File: src/rtl/alu_sched_pkg.sv
// Shared types for the ALU operation scheduler.
// State encoding, opcodes and the queued command layout.
package alu_sched_pkg;

  typedef enum logic [1:0] {
    S_IDLE,
    S_ISSUE,
    S_WAIT,
    S_WRITE
  } state_e;

  localparam logic [1:0] OP_ADD = 2'b00;
  localparam logic [1:0] OP_SUB = 2'b01;
  localparam logic [1:0] OP_AND = 2'b10;
  localparam logic [1:0] OP_OR  = 2'b11;

  typedef struct packed {
    logic [1:0] ctrl;
    logic [1:0] a;
    logic [1:0] b;
    logic [1:0] dest;
  } sched_cmd_t;

endpackage

File: src/rtl/sched_fifo.sv
// Generic synchronous FIFO with occupancy count.
// Pointers wrap naturally since DEPTH is a power of two.
module sched_fifo #(
  parameter int DEPTH = 4,
  parameter int WIDTH = 8
) (
  input  logic                   clk,
  input  logic                   rst_n,
  input  logic                   push_i,
  input  logic                   pop_i,
  input  logic [WIDTH-1:0]       wdata_i,
  output logic [WIDTH-1:0]       rdata_o,
  output logic                   full_o,
  output logic                   empty_o,
  output logic [$clog2(DEPTH):0] count_o
);

  localparam int AW = $clog2(DEPTH);

  logic [WIDTH-1:0] mem_q [DEPTH];
  logic [AW-1:0]    wptr_q;
  logic [AW-1:0]    rptr_q;
  logic [AW:0]      cnt_q;
  logic             do_push;
  logic             do_pop;

  assign full_o  = (cnt_q == (AW+1)'(DEPTH));
  assign empty_o = (cnt_q == '0);
  assign count_o = cnt_q;
  assign rdata_o = mem_q[rptr_q];

  // A full FIFO refuses pushes even when a pop frees a slot this cycle
  assign do_push = push_i & ~full_o;
  assign do_pop  = pop_i & ~empty_o;

  always_ff @(posedge clk) begin
    if (do_push) mem_q[wptr_q] <= wdata_i;
  end

  always_ff @(posedge clk or negedge rst_n) begin
    if (!rst_n) begin
      wptr_q <= '0;
      rptr_q <= '0;
      cnt_q  <= '0;
    end else begin
      if (do_push) wptr_q <= wptr_q + AW'(1);
      if (do_pop)  rptr_q <= rptr_q + AW'(1);
      unique case ({do_push, do_pop})
        2'b10:   cnt_q <= cnt_q + (AW+1)'(1);
        2'b01:   cnt_q <= cnt_q - (AW+1)'(1);
        default: cnt_q <= cnt_q;
      endcase
    end
  end

endmodule

File: src/rtl/alu_op_scheduler.sv
// Queues ALU commands and runs them one at a time through a
// start/done ALU, writing results to the register memory.
module alu_op_scheduler
  import alu_sched_pkg::*;
#(
  parameter int DEPTH   = 4,
  parameter int TIMEOUT = 15
) (
  input  logic                   clk,
  input  logic                   reset,
  input  logic                   in_valid,
  output logic                   in_ready,
  input  logic [1:0]             in_ctrl,
  input  logic [1:0]             in_a,
  input  logic [1:0]             in_b,
  input  logic [1:0]             in_dest,
  output logic                   alu_start,
  output logic [1:0]             alu_a,
  output logic [1:0]             alu_b,
  output logic [1:0]             alu_ctrl,
  input  logic                   alu_done,
  input  logic [3:0]             alu_y,
  input  logic                   alu_c,
  output logic                   rf_we,
  output logic [1:0]             rf_addr,
  output logic [3:0]             rf_wdata,
  output logic                   cmp_valid,
  output logic                   cmp_carry,
  output logic                   cmp_err,
  output logic                   busy,
  output logic [$clog2(DEPTH):0] pending
);

  localparam logic [7:0] TO = 8'(TIMEOUT);

  state_e     state_q;
  sched_cmd_t in_cmd;
  sched_cmd_t head;
  logic       full;
  logic       empty;
  logic       pop;
  logic [1:0] dest_q;
  logic [7:0] tmr_q;
  logic [7:0] tmr_nxt;

  assign in_cmd  = '{ctrl: in_ctrl, a: in_a, b: in_b, dest: in_dest};
  assign in_ready = ~full;
  assign pop     = (state_q == S_IDLE) & ~empty;
  assign busy    = (state_q != S_IDLE);
  assign tmr_nxt = tmr_q + 8'd1;

  sched_fifo #(
    .DEPTH (DEPTH),
    .WIDTH ($bits(sched_cmd_t))
  ) u_fifo (
    .clk     (clk),
    .rst_n   (reset),
    .push_i  (in_valid),
    .pop_i   (pop),
    .wdata_i (in_cmd),
    .rdata_o (head),
    .full_o  (full),
    .empty_o (empty),
    .count_o (pending)
  );

  always_ff @(posedge clk or negedge reset) begin
    if (!reset) begin
      state_q   <= S_IDLE;
      alu_start <= 1'b0;
      alu_a     <= '0;
      alu_b     <= '0;
      alu_ctrl  <= '0;
      dest_q    <= '0;
      tmr_q     <= '0;
      rf_we     <= 1'b0;
      rf_addr   <= '0;
      rf_wdata  <= '0;
      cmp_valid <= 1'b0;
      cmp_carry <= 1'b0;
      cmp_err   <= 1'b0;
    end else begin
      alu_start <= 1'b0;
      rf_we     <= 1'b0;
      cmp_valid <= 1'b0;
      unique case (state_q)
        S_IDLE: begin
          if (!empty) begin
            alu_ctrl  <= head.ctrl;
            alu_a     <= head.a;
            alu_b     <= head.b;
            dest_q    <= head.dest;
            alu_start <= 1'b1;
            state_q   <= S_ISSUE;
          end
        end
        S_ISSUE: begin
          tmr_q   <= '0;
          state_q <= S_WAIT;
        end
        S_WAIT: begin
          // done takes priority over a timeout in the same cycle
          if (alu_done) begin
            rf_wdata  <= alu_y;
            rf_addr   <= dest_q;
            rf_we     <= 1'b1;
            cmp_valid <= 1'b1;
            cmp_carry <= alu_c;
            cmp_err   <= 1'b0;
            state_q   <= S_WRITE;
          end else begin
            tmr_q <= tmr_nxt;
            if (tmr_nxt == TO) begin
              cmp_valid <= 1'b1;
              cmp_carry <= 1'b0;
              cmp_err   <= 1'b1;
              state_q   <= S_IDLE;
            end
          end
        end
        S_WRITE: state_q <= S_IDLE;
        default: state_q <= S_IDLE;
      endcase
    end
  end

endmodule
File: config.mk
export PLATFORM = sky130hd
export DESIGN_NAME = alu_op_scheduler
export DESIGN_NICKNAME = d
export VERILOG_FILES = /design/src/rtl/alu_sched_pkg.sv /design/src/rtl/sched_fifo.sv /design/src/rtl/alu_op_scheduler.sv
export SDC_FILE = /design/constraint.sdc
export NUM_CORES = 1
export LEC_CHECK = 0
export CAP_MARGIN = 20
export CORE_AREA = 2 2 80 82
export DETAILED_ROUTE_END_ITERATION = 8
export DIE_AREA = 0 0 82 84
export PLACE_DENSITY_LB_ADDON = 0.25
export SYNTH_ARGS = -nofsm -noshare
export SYNTH_HDL_FRONTEND = slang
export SYNTH_SLANG_ARGS = --single-unit
File: constraint.sdc
create_clock -name clk -period 5.92 [get_ports clk]
set_clock_uncertainty 0.2 [all_clocks]
set_input_delay 1.184 -clock clk [delete_from_list [all_inputs] [get_ports clk]]
set_output_delay 1.184 -clock clk [all_outputs]
set_load 0.05 [all_outputs]
# Yosys cells after proc, flatten, opt, wreduce, memory -nomap -nowiden
# Memory sizes are Yosys's and may differ from the RTL's. A register that Yosys moved wholly into a read port is not among the register bits.
# Cells that the tools add are included.
# word_totals
regBits,28
latchBits,0
ram_bits,32
romBits,0
in_bits,17
memories,1
# mem_list
name,words,width,read_ports,rd_ports_with_merged_regs,write_ports,line_no,source
u_fifo.mem_q,4,8,1,1,1,sched_fifo.sv:20,logic [WIDTH-1:0] mem_q [DEPTH];
# classes
addsub,5
multipliers,0
div,0
order_cmp,0
eq_ne,10
n_shift,0
mux,20
bitwise_logic,5
n_reduce_logical,12
# op_table
operator,n
$pmux 8 s2,1
$mux 1,13
$reduce_and 2->1,5
$add 8x1->8 const B,1
$eq 8x4->1 const B,1
$mux 8,1
$pmux 2 s4,1
$reduce_bool 2->1,4
$eq 2x2->1 const B,3
$mux 2,3
$pmux 3 s2,1
$add 2x1->2 const B,2
$eq 2x1->1 const B,2
$ne 2x2->1 const B,2
$add 3x1->3 const B,1
$and 1x1->1,3
$eq 3x3->1 const B,1
$logic_not 3->1,1
$ne 3x3->1 const B,1
$sub 3x1->3 const B,1
$logic_not 2->1,1
$not 1->1,2
$logic_not 1->1,1

# Longest topological paths before layout
# Gate-level depths: netlist of run 1.
# logic_depth
ltp_word,6
depth_mapped,10

# Cells and area by module
# From an unflattened synthesis of run 1, not the netlist that was laid out.
# hier_totals
hier_cells,203
area_unflattened_um2,2996.6
# by_module_without_submodules
module,instances,cells_per_inst,area_per_inst_um2,seq_area_each_um2
sched_fifo,1,80,1584.0,1136.1
alu_op_scheduler,1,123,1412.6,725.7

# Least setup slack after synthesis of run 1
# Ideal clock, no wire load.
# synth_timing
path_kind,register -> register
startpoint,"register u_fifo.cnt_q[2], in the netlist u_fifo.count_o[2]"
endpoint,"register u_fifo.cnt_q[2], in the netlist u_fifo.count_o[2]"
setup_ps,82
arrival_time_ps,2632
slack_ps,3006
stages_incl_launch_ff,10
path_buffers,0
path_cell_list,dfrtp_1 -> nand3_1 -> and2_1 -> inv_1 -> ha_1 -> inv_1 -> fa_1 -> xor2_1 -> nor2_1 -> xor2_1
# synth_lines
item,line_no,source
from (decl),sched_fifo.sv:23,logic [AW:0] cnt_q;
from (signal assigned),sched_fifo.sv:49,2'b10: cnt_q <= cnt_q + (AW+1)'(1);
from (signal assigned),sched_fifo.sv:50,2'b01: cnt_q <= cnt_q - (AW+1)'(1);
from (signal assigned),sched_fifo.sv:51,default: cnt_q <= cnt_q;
$eq 3x3->1 (*),sched_fifo.sv:27,assign full_o = (cnt_q == (AW+1)'(DEPTH));
$not 1->1 (*),n/a,
named net in_ready,alu_op_scheduler.sv:12,"output logic in_ready,"
$and 1x1->1 (*),sched_fifo.sv:33,assign do_push = push_i & ~full_o;
$eq 2x1->1 / $eq 2x2->1 (equally long branches),sched_fifo.sv:48,"unique case ({do_push, do_pop})"
$pmux 3 s2 / $reduce_bool 2->1 (equally long branches),n/a,
# The timed path passes the listed nets; every way through them passes the cells marked *.
# A chain may end at the register's enable or synchronous reset.

# Worst setup path after layout of run 1
# layout_timing
startpoint,register state_q[1]
endpoint,output busy
# layout_via
elab_chain_len,1
# layout_rtl
item,line_no,source
from (decl),alu_op_scheduler.sv:36,state_e state_q;
from (signal assigned),alu_op_scheduler.sv:69,state_q <= S_IDLE;
from (signal assigned),alu_op_scheduler.sv:94,state_q <= S_ISSUE;
from (signal assigned),alu_op_scheduler.sv:99,state_q <= S_WAIT;
$reduce_bool 2->1,alu_op_scheduler.sv:49,assign busy = (state_q != S_IDLE);
to (decl),alu_op_scheduler.sv:30,"output logic busy,"
# No other way between the ends.

==> reports/qor.txt, run 1 <==
DRC: 0
setup violators final: 0
Setup crit end kind: primary output
CTS max path bufs: 2
status: finished clean
largest net degree at the start of global routing: 37
clk_lat worst skew: 330 ps
initial antenna violation count: 0
row cnt: 29
Post-DRT Antenna Nets: 0
clk root buf: clkbuf_8
antenna cells: 0
Place WS: 2720 ps
grt ovf: 0
core footprint: 6100 sq um
max_slew headroom: 46.4%
Worst Path Arrival: 2030 ps
Worst Path Max Fanout: 15
Die W: 82 um
Tmin final: 3410 ps
GR Util All Layers: 16.6%
clk slew on worst S/H paths: 80 ps
Yosys Warn Count: 0
setup TNS: 0 ps
Gate Count Post-Synth: 200
die area: 6890 sq um
max frequency: 0.293 GHz
Detailed Place HPWL: 3240 um
Port Buf Inserts: 38
Pins Over Slew Limit: 0
Setup crit start kind: flop
Final GP Congestion: 0.770
Initial Utilization: 48.0%
Layout Cells excl Fill: 324
share of layout cells above drive strength 1: 18.6%
final period utilization: 57.6%
Yosys cell types: 43
setup ws final: 2510 ps
CTS Buf Count: 9
routed wire length: 4910 um
synthesis-to-layout area growth: 22.8%
Post-synth ARST share: 52.9%
fillcell total: 508
Synth Net Count: 225
DR pass1 iterations: 5
final hold vios: 0
synthesized cell area: 2930 sq um
Final Instance Area: 3590 sq um
Pwr Total: 2.01 mW
first-pass GRT wire length: 8510 um
critical path data required time: 4540 ps
Worst Hold Class: reg2reg
placed inst area: 3370 sq um
vias in the first global route: 1,754
placed insts: 308
EDFF count, synth: 32
die height: 84 um
Initial DRC Count: 107
Worst VDD drop: 0.386 mV
Worst-Margin Slew: 804 ps
mean area per synthesized cell: 14.6 sq um
fin util: 58.9%
Crit Path Class: reg2out
Sink Count: 68
hold_buf cts: 0
register bit count reported by yosys: 68
CTS H-tree depth: 3
via density per instance: 5.34
vias post-DR: 1,730
max_cap viols: 0
final net count: 267
worst hold slack: 306 ps
Main synth FF type: dfrtp_1
post-detailed-route wirelength per cell: 15.1 um
IO Count: 39
Setup Fix Bufs, Post-CTS: 0
Post-CTS Resized: 0
sequential cell area fraction in the yosys report: 63.6%
leakage: 1.39 nW
CTS tree: done
RSZ-0062 raised after global routing: no
power density over the cells: 559 nW/um^2
==> power by group <==
part           internal (mW)  leakage, nW  total (mW)  switching, mW
Clock                  0.239        0.110       0.424          0.185
Sequential             0.648        0.738       0.782          0.134
Combinational          0.342        0.541       0.801          0.458
==> layout by cell type, fill, tap and decap left out, types with 2 or more instances in the layout <==
cell type,instances
bufinv_16,2
clkinv_4,2
clkdlybuf4s50_1,37
xnor2_1,3
nor2_1,9
mux4_2,8
mux2i_1,2
nor3_1,3
o311ai_0,2
mux2_2,15
o21ai_0,9
a21oi_1,7
and3_1,5
inv_1,10
dfrtp_1,36
edfxtp_1,32
nand2_1,9
xor2_1,3
nand4b_1,3
clkbuf_8,9
o211ai_1,3
nand2b_1,5
ha_1,7
==> area by class of cell <==
| class | count | area, sq um | share of cell area [%] |
|---|---|---|---|
| clock buffers | 9 | 124 | 3.45 |
| clock inverters | 7 | 98.8 | 2.75 |
| well taps | 77 | 96.3 | 2.68 |
| multi-input cells | 113 | 986 | 27.5 |
| repair buffers | 39 | 383 | 10.7 |
| flip-flops and latches | 68 | 1860 | 51.8 |
| inverters | 11 | 41.3 | 1.15 |
==> cell families (layout without fill, tap and decap cells) <==
logic type | count (synthesis) | in the layout | synth area share (%)
DFF | 68 | 68 | 63.6
xor gates and xnor gates | 6 | 6 | 1.80
and+or+nand+nor | 44 | 44 | 8.51
muxes | 25 | 25 | 12.6
adders and majority gates | 8 | 8 | 3.68
buffers and inverters | 19 | 66 | 2.65
AOI/OAI and AO/OA | 30 | 30 | 7.10
==> metal layers <==
metal	track usage, %	up-vias	share of wire [%]
met5	0	-	0
met4	7.73	0	1.4
met3	3.25	7	2.6
met2	24.8	24	49
met1	23.4	876	47
li1	-	823	-
==> worst max-delay path, cell delays in order (launching register included) <==
cell	delay, ps
dfrtp_1	630
or2_1	240
clkdlybuf4s50_1	820
==> sequential cells by signal, indices dropped and copies added, names as in the netlist <==
| register | cells |
|---|---|
| alu_a | 2 |
| alu_b | 2 |
| alu_ctrl | 2 |
| alu_start | 1 |
| cmp_carry | 1 |
| cmp_err | 1 |
| cmp_valid | 1 |
| dest_q | 2 |
| rf_addr | 2 |
| rf_wdata | 4 |
| rf_we | 1 |
| state_q | 2 |
| tmr_q | 8 |
| u_fifo.count_o | 3 |
| u_fifo.mem_q | 32 |
| u_fifo.rptr_q | 2 |
| u_fifo.wptr_q | 2 |
==> synthesized netlist by cell type (all sizes together), types with 2 or more instances <==
cell / number / area share, %
dfrtp: 36 / 31
edfxtp: 32 / 33
mux2: 15 / 5.8
inv: 10 / 1.3
nand2: 9 / 1.2
nor2: 9 / 1.2
o21ai: 9 / 1.5
a21oi: 8 / 1.5
mux4: 8 / 6.2
ha: 7 / 3.0
nand2b: 6 / 1.5
and3: 5 / 1.1
clkbuf: 5 / 0.64
buf: 3 / 0.60
nand4b: 3 / 0.90
nor3: 3 / 0.51
o211ai: 3 / 0.77
xnor2: 3 / 0.90
xor2: 3 / 0.90
mux2i: 2 / 0.68
o311ai: 2 / 0.60
==> worst paths after layout <==
check                           startpoint                end  slack, ps  cells past startpoint
worst max-delay path            state_q[1]               busy       2510                      2
worst min-delay path             dest_q[0]         rf_addr[0]        310                      1
worst max register to register  state_q[1]  u_fifo.count_o[2]       3340                      9
worst min register to register   dest_q[0]         rf_addr[0]        310                      1
max in group asynchronous            reset        rf_wdata[1]       4280                      1
min in group asynchronous            reset        alu_ctrl[1]        730                      1
No activity file was read; power rests on OpenSTA's default activity.
==> run 2: changes to the inputs <==
clock period = 3.2 ns   (was 5.92 ns; I/O delays follow)
==> run 2 against run 1 <==
Compared with the run above:
- critical path type unchanged
- combinational power rose by 85%
- global-route usage rose by 0.25 points
- highest routed layer unchanged
- wire length rose by 1.9%
- via count fell by 0.75%
- critical path depth unchanged
- critical endpoint unchanged
==> reports/qor.txt, run 2 (synthesized netlist as in run 1, its figures left out) <==
max_cap viols: 0 (unchanged)
Detailed Place HPWL: 3380 um (+4.2%)
Tmin final: 2880 ps
Post-CTS Resized: 0 (unchanged)
via density per instance: 5.30 (-0.75%)
synthesis-to-layout area growth: 21.5%
clk root buf: clkbuf_8
initial antenna violation count: 0 (unchanged)
Pins Over Slew Limit: 0 (unchanged)
GR Util All Layers: 16.9% (+0.25 points)
Most flops, register: u_fifo.mem_q
setup TNS: 0 ps (unchanged)
Post-DRT Antenna Nets: 0 (unchanged)
Worst VDD drop: 0.707 mV (+83%)
Initial DRC Count: 103 (-3.7%)
share of layout cells above drive strength 1: 17.4% (-1.2 points)
Crit Path Class: reg2out
CTS tree: done
vias post-DR: 1,717 (-0.75%)
setup violators final: 0 (unchanged)
Worst Reg-to-Reg Cells: 8 (-1)
vias in the first global route: 1,712 (-2.4%)
clk_lat worst skew: 340 ps (about the same)
Final Instance Area: 3550 sq um (-1.0%)
Setup Fix Bufs, Post-CTS: 0 (unchanged)
RSZ-0062 raised after global routing: no
Sink Count: 68 (unchanged)
status: finished clean
first-pass GRT wire length: 8380 um (-1.5%)
clk slew on worst S/H paths: 70 ps (about the same)
CTS max path bufs: 2 (unchanged)
Port Buf Inserts: 38 (unchanged)
commonest non-fill, non-tap cell in the layout: clkdlybuf4s50_1
worst hold slack: 200 ps (-106 ps)
Worst Path Arrival: 2040 ps (about the same)
Layout Cells excl Fill: 324 (unchanged)
R2R Path Start: state_q[0]
final net count: 267 (unchanged)
routed wire length: 5000 um (+1.9%)
final hold vios: 0 (unchanged)
post-detailed-route wirelength per cell: 15.4 um (+1.9%)
antenna cells: 0 (unchanged)
DRC: 0 (unchanged)
critical path data required time: 2360 ps (-2180 ps)
internal reg-to-reg setup slack: 760 ps (-2580 ps)
Setup crit end kind: primary output
Die W: 82 um (unchanged)
placed insts: 308 (unchanged)
number of flip-flops in the largest register: 32 (unchanged)
leakage: 1.37 nW (-1.6%)
power density over the cells: 1010 nW/um^2 (+81%)
die area: 6890 sq um (unchanged)
largest net degree at the start of global routing: 37 (unchanged)
most frequent cells in the layout: clkdlybuf4s50_1 (37), dfrtp_1 (36), edfxtp_1 (32)
max frequency: 0.347 GHz
Final GP Congestion: 0.777 (+0.92%)
placed inst area: 3370 sq um (unchanged)
R2R Path End: u_fifo.count_o[2]
die height: 84 um (unchanged)
Initial Utilization: 48.0% (unchanged)
grt ovf: 0 (unchanged)
row cnt: 29 (unchanged)
final period utilization: 90.0%
CTS H-tree depth: 3 (unchanged)
hold_buf cts: 0 (unchanged)
IO Count: 39 (unchanged)
CTS Buf Count: 9 (unchanged)
core footprint: 6100 sq um (unchanged)
Setup crit start: state_q[0]
Largest regs: u_fifo.mem_q x32, tmr_q x8, rf_wdata x4
max_slew headroom: 44.6% (-1.8 points)
DR pass1 iterations: 4 (-1)
Setup crit start kind: flop
Worst Path Max Fanout: 19 (+4)
fin util: 58.3% (-0.62 points)
Worst Hold Class: in2async
Worst-Margin Slew: 832 ps (+27.2 ps)
==> run 2: cell types whose count changed in the layout (fill, tap and decap cells not counted), sizes merged <==
cell / before / now
inv: 11 / 10
clkinvlp: 1 / 2
clkinv: 4 / 3
bufinv: 2 / 1
clkbuf: 9 / 11
==> run 2: worst max-delay path, stage by stage, from the launching register on <==
cell and delay, ps:
dfrtp_1 640, or2_1 250, clkdlybuf4s50_1 820
==> run 2: per-stage QoR <==
stage               worst slack (ps)  total power, mW
floorplan                        286             2.52
global placement                 604             2.93
detailed placement               562             2.97
CTS                              313             3.63
global route                     189             3.80
finish                           319             3.59
==> run 2: metal layers <==
metal / vias to the layer above / wire, um / track usage, %
met1: 854 / 2160 / 21.6
met2: 35 / 2500 / 26.2
met5: - / 0 / 0
met3: 10 / 205 / 4.11
met4: 0 / 126 / 9.09
li1: 818 / - / -
==> run 2: worst max-delay path by stage <==
| stage | to | cells after the start | slack (ps) |
|---|---|---|---|
| finish | busy | 2 | 320 |
| global route | busy | 2 | 190 |
| CTS | busy | 2 | 310 |
| detailed placement | u_fifo.count_o[2] | 9 | 560 |
| global placement | u_fifo.count_o[2] | 9 | 600 |
| floorplan | u_fifo.count_o[2] | 9 | 290 |
==> run 2: where the power goes <==
group | total (mW) | switching [mW] | internal, mW
clock network | 0.664 | 0.308 | 0.356
registers | 1.44 | 0.241 | 1.20
logic | 1.48 | 0.850 | 0.633
==> run 2: area by class of cell <==
type	instances	area [sq um]
clock buffers	11	131
clock inverters	5	53.8
fillers	511	2540
inverters	11	41.3
multi-input cells	113	986
flip-flops and latches	68	1860
well taps	77	96.3
repair buffers	39	383
==> run 3: changes to the inputs <==
CTS_BUF_LIST = sky130_fd_sc_hd__clkbuf_8   (was default)
==> run 3 against run 2 <==
Compared with the run above:
- wire length fell by 0.22%
- hold slack barely moved
- sequential power barely moved
- fmax barely moved
- critical path type unchanged
- largest cell class unchanged
- sequential share of layout area did not move
- global-route usage did not move
- clock power fell by 1%
==> reports/qor.txt, run 3 (synthesized netlist as in run 1, its figures left out) <==
vias post-DR: 1,712 (-0.29%)
routed wire length: 4990 um (-0.22%)
Final GP Congestion: 0.777 (unchanged)
worst hold slack: 200 ps (+0.184 ps)
die height: 84 um (unchanged)
hold_buf cts: 0 (unchanged)
DRC: 0 (unchanged)
via density per instance: 5.28 (-0.29%)
Worst Path Arrival: 2040 ps (about the same)
first-pass GRT wire length: 8380 um (unchanged)
clk root buf: clkbuf_8
CTS max path bufs: 2 (unchanged)
Initial Utilization: 48.0% (unchanged)
max_cap viols: 0 (unchanged)
setup violators final: 0 (unchanged)
row cnt: 29 (unchanged)
leakage: 1.37 nW (+0.61%)
status: finished clean
number of flip-flops in the largest register: 32 (unchanged)
Detailed Place HPWL: 3380 um (unchanged)
Pins Over Slew Limit: 0 (unchanged)
Sink Count: 68 (unchanged)
Setup crit start kind: flop
Post-CTS Resized: 0 (unchanged)
Most flops, register: u_fifo.mem_q
final period utilization: 90.0% (about the same)
DR pass1 iterations: 4 (unchanged)
Largest regs: u_fifo.mem_q x32, tmr_q x8, rf_wdata x4
Die W: 82 um (unchanged)
max frequency: 0.347 GHz (about the same)
initial antenna violation count: 0 (unchanged)
commonest non-fill, non-tap cell in the layout: clkdlybuf4s50_1
Worst Hold Class: in2async
largest net degree at the start of global routing: 37 (unchanged)
GR Util All Layers: 16.9% (unchanged)
Worst Path Max Fanout: 19 (unchanged)
final net count: 267 (unchanged)
CTS Buf Count: 9 (unchanged)
most frequent cells in the layout: clkdlybuf4s50_1 (37), dfrtp_1 (36), edfxtp_1 (32)
Crit Path Class: reg2out
vias in the first global route: 1,712 (unchanged)
clk_lat worst skew: 330 ps (about the same)
Setup Fix Bufs, Post-CTS: 0 (unchanged)
CTS tree: done
setup TNS: 0 ps (unchanged)
Post-DRT Antenna Nets: 0 (unchanged)
RSZ-0062 raised after global routing: no
clk slew on worst S/H paths: 70 ps (about the same)
final hold vios: 0 (unchanged)
synthesis-to-layout area growth: 21.5% (unchanged)
CTS H-tree depth: 3 (unchanged)
grt ovf: 0 (unchanged)
max_slew headroom: 44.6% (about the same)
antenna cells: 0 (unchanged)
share of layout cells above drive strength 1: 17.4% (unchanged)
Setup crit end kind: primary output
critical path data required time: 2360 ps (about the same)
Worst-Margin Slew: 832 ps (+0.0588 ps)
power density over the cells: 1010 nW/um^2 (-0.22%)
die area: 6890 sq um (unchanged)
Port Buf Inserts: 38 (unchanged)
Tmin final: 2880 ps (-0.161 ps)
Initial DRC Count: 103 (unchanged)
core footprint: 6100 sq um (unchanged)
Worst VDD drop: 0.707 mV (about the same)
IO Count: 39 (unchanged)
post-detailed-route wirelength per cell: 15.4 um (-0.22%)
-- run 3: final cells by class --
cell class	count	area (sq um)
fill	511	2540
timing repair buffer	39	383
clock inverter	7	61.3
sequential	68	1860
tap	77	96.3
inverter	11	41.3
multi-input combinational	113	986
clock buffer	9	124
-- run 3: report_power, final --
part / leakage [nW] / internal (mW) / total [mW] / switching [mW]
logic: 0.541 / 0.633 / 1.48 / 0.850
registers: 0.738 / 1.20 / 1.44 / 0.241
clock network: 0.0953 / 0.350 / 0.657 / 0.307
-- run 3: path summary, 6_finish.rpt --
kind,cells after the start,start,end,slack (ps)
min,1,reset,alu_b[0],200
max,2,state_q[0],busy,320
min reg2reg,1,dest_q[1],rf_addr[1],300
max reg2reg,8,state_q[0],u_fifo.count_o[2],760
max in group asynchronous,1,reset,u_fifo.wptr_q[1],2070
min in group clk,1,dest_q[1],rf_addr[1],300
-- run 3: metal layers --
metal  GRT usage (%)  wire length, um  up-vias  part of all wire (%)
met1            21.6             2150      853                    43
met3            4.11              199       10                   4.0
met2            26.2             2510       33                    50
met5               0                0        -                     0
met4            9.09              126        0                   2.5
li1                -                -      816                     -
-- run 3: worst max-delay path, stage by stage (launching register included) --
cell	delay (ps)
dfrtp_1	640
or2_1	250
clkdlybuf4s50_1	820
-- run 3: stage by stage --
step	instance area (sq um)	total power [mW]	util, %	setup WS (ps)	std cells
3_3_place_gp	3370	2.93	55.3	604	308
3_5_place_dp	3370	2.97	55.3	562	308
2_1_floorplan	2930	2.52	-	286	200
5_1_grt	3550	3.80	58.3	189	324
4_1_cts	3550	3.62	58.3	313	324
6_report	3550	3.58	58.3	319	324
